$ cat config.mk
export PLATFORM = sky130hd
export DESIGN_NAME = status_reg_unit
export DESIGN_NICKNAME = d
export VERILOG_FILES = /design/src/rtl/arm_status_pkg.sv /design/src/rtl/status_pend_stage.sv /design/src/rtl/status_reg_unit.sv
export SDC_FILE = /design/constraint.sdc
export NUM_CORES = 1
export LEC_CHECK = 0
export CAP_MARGIN = 25
export CORE_MARGIN = 5
export CORE_UTILIZATION = 37
export DETAILED_ROUTE_END_ITERATION = 10
export GPL_ROUTABILITY_DRIVEN = 0
export GPL_TIMING_DRIVEN = 0
export PLACE_DENSITY_LB_ADDON = 0.25
export RECOVER_POWER = 50
export SLEW_MARGIN = 20
export SYNTH_ARGS = -nofsm -noshare
export SYNTH_HDL_FRONTEND = slang
export SYNTH_HIERARCHICAL = 1
export SYNTH_SLANG_ARGS = --single-unit
$ cat constraint.sdc
create_clock -name clk -period 1.3 [get_ports clk]
set_input_delay 0.26 -clock clk [delete_from_list [all_inputs] [get_ports clk]]
set_output_delay 0.26 -clock clk [all_outputs]
set_load 0.05 [all_outputs]
$ cat src/rtl/arm_status_pkg.sv
// Shared NZCV types, condition-code constants and the flag-need helper used
// by the status register unit and its pending-stage sub-module.
package arm_status_pkg;

    typedef logic [3:0] nzcv_t;   // {N,Z,C,V}
    typedef logic [3:0] cond_t;

    localparam cond_t COND_AL = 4'd14;
    localparam cond_t COND_NV = 4'd15;

    // AL and NV never look at the flags; every other condition does.
    function automatic logic needs_flags(input cond_t c);
        return (c != COND_AL) && (c != COND_NV);
    endfunction

endpackage : arm_status_pkg

$ cat src/rtl/status_pend_stage.sv
// One entry of the flag commit pipe: a valid bit plus the NZCV it carries.
// stall freezes the entry; flush kills the entry arriving from a younger
// source, and also kills the held entry unless this is the commit stage
// (the commit-stage entry is older than the flushing branch).
module status_pend_stage
    import arm_status_pkg::*;
#(
    parameter bit IS_LAST = 1'b0
) (
    input  logic  clk,
    input  logic  rst,
    input  logic  stall,
    input  logic  flush,
    input  logic  in_v,
    input  nzcv_t in_nzcv,
    output logic  v,
    output nzcv_t nzcv
);

    logic  v_r;
    nzcv_t nzcv_r;
    logic  kill_self_s;

    assign kill_self_s = flush & ~IS_LAST;

    // Advance, hold or kill the entry each cycle.
    always_ff @(posedge clk) begin
        if (rst) begin
            v_r    <= 1'b0;
            nzcv_r <= 4'b0000;
        end else if (stall) begin
            v_r    <= v_r & ~kill_self_s;
            nzcv_r <= nzcv_r;
        end else begin
            v_r    <= in_v & ~flush;
            nzcv_r <= in_nzcv;
        end
    end

    assign v    = v_r;
    assign nzcv = nzcv_r;

endmodule : status_pend_stage

$ cat src/rtl/status_reg_unit.sv
// NZCV producer: collects S-bit ALU flag updates in a COMMIT_DEPTH-deep pipe,
// retires them into the architectural status register, keeps a saved-status
// shadow for exception entry/return and raises a flag hazard toward ID.
// Optional feature macro FLAG_FWD_EN: forward the youngest in-flight flags to
// status_out and never raise flag_hazard.
module status_reg_unit
    import arm_status_pkg::*;
#(
    parameter int COMMIT_DEPTH = 2
) (
    input  logic       clk,
    input  logic       rst,
    input  logic       exe_valid,
    input  logic       exe_s,
    input  logic [3:0] alu_status,
    input  logic       stall,
    input  logic       flush,
    input  logic       id_valid,
    input  logic [3:0] id_cond,
    input  logic       save_req,
    input  logic       restore_req,
    output logic [3:0] status_out,
    output logic [3:0] arch_status,
    output logic [3:0] saved_status,
    output logic       flag_hazard,
    output logic       restore_ready,
    output logic       restore_err
);

    localparam int D = COMMIT_DEPTH;

    logic [D-1:0] pv_s;
    nzcv_t        pnz_s [D];
    logic         exe_upd_s;
    logic         pend_any_s;
    nzcv_t        arch_r;
    nzcv_t        saved_r;
    logic         err_r;

    assign exe_upd_s = exe_valid & exe_s;

    generate
        for (genvar gi = 0; gi < D; gi++) begin : g_stage
            logic  in_v_s;
            nzcv_t in_nz_s;
            if (gi == 0) begin : g_head
                assign in_v_s  = exe_upd_s;
                assign in_nz_s = alu_status;
            end else begin : g_body
                assign in_v_s  = pv_s[gi-1];
                assign in_nz_s = pnz_s[gi-1];
            end
            status_pend_stage #(
                .IS_LAST (gi == D - 1)
            ) u_stage (
                .clk     (clk),
                .rst     (rst),
                .stall   (stall),
                .flush   (flush),
                .in_v    (in_v_s),
                .in_nzcv (in_nz_s),
                .v       (pv_s[gi]),
                .nzcv    (pnz_s[gi])
            );
        end
    endgenerate

    assign pend_any_s = exe_upd_s | (|pv_s);

    // Architectural status: restore (only legal with an empty pipe) or commit of the oldest entry.
    always_ff @(posedge clk) begin
        if (rst) begin
            arch_r <= 4'b0000;
        end else if (restore_req && !pend_any_s) begin
            arch_r <= saved_r;
        end else if (!stall && pv_s[D-1]) begin
            arch_r <= pnz_s[D-1];
        end else begin
            arch_r <= arch_r;
        end
    end

    // Saved shadow captures the pre-commit architectural value; swaps with a same-cycle restore.
    always_ff @(posedge clk) begin
        if (rst) begin
            saved_r <= 4'b0000;
        end else if (save_req) begin
            saved_r <= arch_r;
        end else begin
            saved_r <= saved_r;
        end
    end

    // Sticky error for a restore attempted while flag updates are still in flight.
    always_ff @(posedge clk) begin
        if (rst) begin
            err_r <= 1'b0;
        end else if (restore_req && pend_any_s) begin
            err_r <= 1'b1;
        end else begin
            err_r <= err_r;
        end
    end

    // Flags seen by the condition checker and the ID-stage hazard.
    always_comb begin
        status_out  = arch_r;
        flag_hazard = 1'b0;
`ifdef FLAG_FWD_EN
        for (int i = D - 1; i >= 0; i--) begin
            if (pv_s[i]) begin
                status_out = pnz_s[i];
            end else begin
                status_out = status_out;
            end
        end
        if (exe_upd_s) begin
            status_out = alu_status;
        end else begin
            status_out = status_out;
        end
`else
        flag_hazard = id_valid & needs_flags(id_cond) & pend_any_s;
`endif
    end

    assign arch_status   = arch_r;
    assign saved_status  = saved_r;
    assign restore_ready = ~pend_any_s;
    assign restore_err   = err_r;

endmodule : status_reg_unit

### Yosys cells after proc, flatten, opt, wreduce, memory -nomap -nowiden

Cells that the tools add are included.

| operators by class | value |
|---|---|
| equality and inequality tests | 2 |
| multiplexer cells | 3 |
| bitwise logic cells | 8 |
| reductions and logical operators | 8 |

Operators by type and width:

| operator | number |
|---|---|
| two-way mux 4 bit | 2 |
| inequality test 4 bit, second input constant | 2 |
| AND 1 bit | 5 |
| logical AND 1 bit | 4 |
| zero test 1 bit | 2 |
| inverter 1 bit | 2 |
| nonzero test 2 bit | 1 |
| OR reduction 2 bit | 1 |
| two-way mux 1 bit | 1 |
| bitwise OR 1 bit | 1 |

| storage, ports and cells | value |
|---|---|
| register bits after elaboration | 19 |
| output and inout port bits | 15 |
| logic and storage cells | 28 |

### Longest topological paths before layout

| logic depth | value |
|---|---|
| depth in word-level cells | 5 |
| gate-level depth with buffers | 4 |
| mapped depth without buffers | 4 |

### Cells and area by module

The synthesis kept the hierarchy.

By module, submodules not included:

| module | instances | cells an instance | area an instance (um^2) | sequential area each (um^2) |
|---|---|---|---|---|
| status_reg_unit | 1 | 45 | 452.9 | 180.2 |
| status_pend_stage (g_stage[0].u_stage) | 1 | 16 | 186.4 | 100.1 |
| status_pend_stage (g_stage[1].u_stage) | 1 | 17 | 183.9 | 100.1 |

### Least setup slack after synthesis

No wires, ideal clock.

| timing | value |
|---|---|
| kind | register to output |
| from | reg g_stage[1].u_stage.v_r |
| to | out flag_hazard |
| data arrival time | 0.970 ns |
| data required time | 1.040 ns |
| setup slack | 0.070 ns |
| cell stages (with the launch flop) | 3 |
| path through | dfxtp_1 > a211o_1 > and3_1 |

| on the way | value |
|---|---|
| longest elaborated chain between the ends | 3 |

RTL lines:

| what | line | text |
|---|---|---|
| start: declaration | status_pend_stage.sv:20 | `logic v_r;` |
| start signal: assignment | status_pend_stage.sv:32 | `v_r <= v_r & ~kill_self_s;` |
| start signal: assignment | status_pend_stage.sv:35 | `v_r <= in_v & ~flush;` |
| OR reduction 2 bit | status_reg_unit.sv:68 | `assign pend_any_s = exe_upd_s \| (\|pv_s);` |
| bitwise OR 1 bit | status_reg_unit.sv:68 |  |
| AND 1 bit | status_reg_unit.sv:123 | `flag_hazard = id_valid & needs_flags(id_cond) & pend_any_s;` |
| end: declaration | status_reg_unit.sv:25 | `output logic flag_hazard,` |

Every way passes these cells.

### Worst setup path after layout

Ends and elaborated chain as after synthesis.

==> reports/results.ini <==
[status]
outcome=finished, violations left
violations=negative setup slack

[timing]
post-route-worst-setup-slack_ns=-0.217
rsz0062_at_grt=yes
drv_slew=0
worst_pin_slew_ns=0.376
setup_viol=2
hold_viol=0
min_period_ns=1.52
timing.final.crit_share_pct=117
whs_ns=0.372
relSlewSlack_pct=74.8
clock_skew_ns=0.00334
max_freq_mhz=659

[clock_tree]
clockBufferDepth=2
path_clk_slew_ns=0.10
numClockSinks=19
numCtsBuffers=3
htree_levels=1
clkLatencyLatePin_ns=0.29
root_buffer=clkbuf_4
hold_buffers=0
cts_tree=done

[grt]
grt_pass1_vias=663
antenna_found_initial=0
grt_max_degree=12
grt_overflow=0
track_usage_pct=10.9
grt_pass1_wl_mm=2.79

[synthesis]
synth_seq_cells=19
synth_cells=78
synth_ff_type=dfxtp_1
yosysUniqueCellTypes=22
syn_area_sq_um=823
syn-num-nets=95
yosysSeqAreaShare_pct=46.2
avgSynthCellArea_sq_um=10.6
ys_warn_count=6
synth-edff-count=0
async_flop_share_pct=0

[worst_setup_path]
cp-start-kind=flop
worstPathCellList=a211o_4, and3_4, buf_6
critPathSlowestCell=dfxtp_2
critical_path.max_stage_delay_ns=0.34
worstPathRequired_ns=1.04
critPathMaxFanout=3
cp.arrival_ns=1.26
end_kind=output pin
critical_path_class=flop to output pin

[route]
viasPerCell=4.63
wl_met2_um=836
drt_first_pass_iters=4
via_count=658
ant_nets=0
top_layer=met4
met3_length_um=55
avgRoutedWirePerCell_um=11.7
met1_length_um=736
drt-total-wl_mm=1.66
drt_iter0_drc=6
drcViolationCount=0

[power_and_ir_drop]
ir_worst_vdd_v=0.000539
p_per_area_nw_per_um2=1040
p_leak_nw=0.568
p_int_mw=0.859
switching_share_pct=29.3
power_frac_seq_pct=51.9
combPwrFrac_pct=24.5
clock_power_share_pct=23.7
switchingPower_mw=0.356
finalPower_mw=1.22

[die]
initial_core_util_pct=37.9
die-area_sq_um=3270
io_pins=32
core_sq_um=2170
die_x_um=57.2
die_h_um=57.2
placementRows=17

[layout]
diodes=0
fin_nets=132
drive_above_1_share_pct=37.7
syn_to_final_growth_pct=41.8

[min_path]
hold_class=input port to flop

[place]
post-dp-hpwl_mm=1.28
numPortBuffers=29

[run]
timing.max_cap.violations=0

cell usage after synthesis, types with 2 or more instances:
library cell,number,area share [%]
a21oi_1,2,1.2
a221oi_1,4,4.3
buf_4,5,4.6
buf_6,2,2.7
dfxtp_1,19,46
mux2i_1,17,21
nor2_1,13,5.9
nor2b_2,2,2.1
flip-flops by register name (all words and copies together), names as in the netlist:
register	count
g_stage.u_stage/nzcv	8
g_stage.u_stage/v	2
arch_status	4
restore_err	1
saved_status	4
metal layers:
| metal | global-route usage, % | vias up |
|---|---|---|
| li1 | - | 340 |
| met1 | 11.7 | 298 |
| met2 | 19.1 | 16 |
| met3 | 2.94 | 4 |
| met4 | 5.96 | 0 |
| met5 | 0 | - |
cell families after synthesis:
| group | Yosys count | synth area share, % |
|---|---|---|
| AND/OR/NAND/NOR | 25 | 17.2 |
| flip-flops | 19 | 46.2 |
| multiplexers | 17 | 20.7 |
| buffers and inverters | 10 | 9.42 |
| AO/OA/AOI/OAI | 7 | 6.53 |
power by group through the flow:
stage / combinational [mW] / clock, mW / sequential (mW)
final: 0.298 / 0.287 / 0.630
after floorplan: 0.139 / 0 / 0.691
after detailed placement: 0.306 / 0 / 0.643
after global routing: 0.317 / 0.337 / 0.635
after CTS: 0.297 / 0.308 / 0.629
after global placement: 0.303 / 0 / 0.642
critical path: cells and delay by family (launching register included):
family	cells	cell delay, ns
buf+inv	1	0.14
simple gates	1	0.16
compound gates	1	0.33
flops	1	0.34
final timing paths:
path | from | to | slack [ns] | depth (start not counted)
setup / recovery | g_stage[1].u_stage/v | flag_hazard | -0.22 | 3
hold / removal | save_req | saved_status[1] | 0.37 | 3
setup reg to reg | g_stage[1].u_stage/v | arch_status[0] | 0.12 | 4
hold reg to reg | restore_err | restore_err | 0.47 | 2
per-stage QoR:
stage	cell area, sq um	std cells	setup WS, ns	TNS, ns	utilization (%)
6_report	1170	142	-0.217	-0.372	53.8
4_1_cts	1150	141	-0.247	-0.423	52.8
2_1_floorplan	823	78	0.0702	0	-
5_1_grt	1170	142	-0.270	-0.488	53.8
3_5_place_dp	1150	135	-0.925	-5.78	52.9
3_3_place_gp	1150	135	-0.922	-5.47	52.9
repair_timing:
item,in CTS,in global routing
resized for setup,85,11
pin swaps,2,2
buffers inserted,2,1
endpoints found under the setup margin,16,11
placed cells by master, fill, tap and decap left out, types with 2 or more instances in the layout:
| cell | instances |
|---|---|
| clkbuf_2 | 2 |
| buf_6 | 3 |
| buf_4 | 11 |
| dfxtp_1 | 14 |
| buf_2 | 9 |
| clkdlybuf4s50_1 | 10 |
| dfxtp_2 | 5 |
| clkbuf_4 | 3 |
| a21oi_1 | 2 |
| dlygate4sd2_1 | 2 |
| mux2i_1 | 17 |
| clkbuf_1 | 2 |
| nor2b_2 | 2 |
| nor2_1 | 13 |
| a221oi_1 | 3 |
final cells by class:
class / instances / area, sq um
Tap cell: 28 / 35.0
Fill cell: 219 / 1000
Buffer: 9 / 66.3
Inverter: 1 / 8.76
Timing Repair Buffer: 32 / 264
Multi-Input combinational cell: 49 / 380
Sequential cell: 19 / 387
Clock buffer: 4 / 26.3
(Power assumes the default switching activity.)
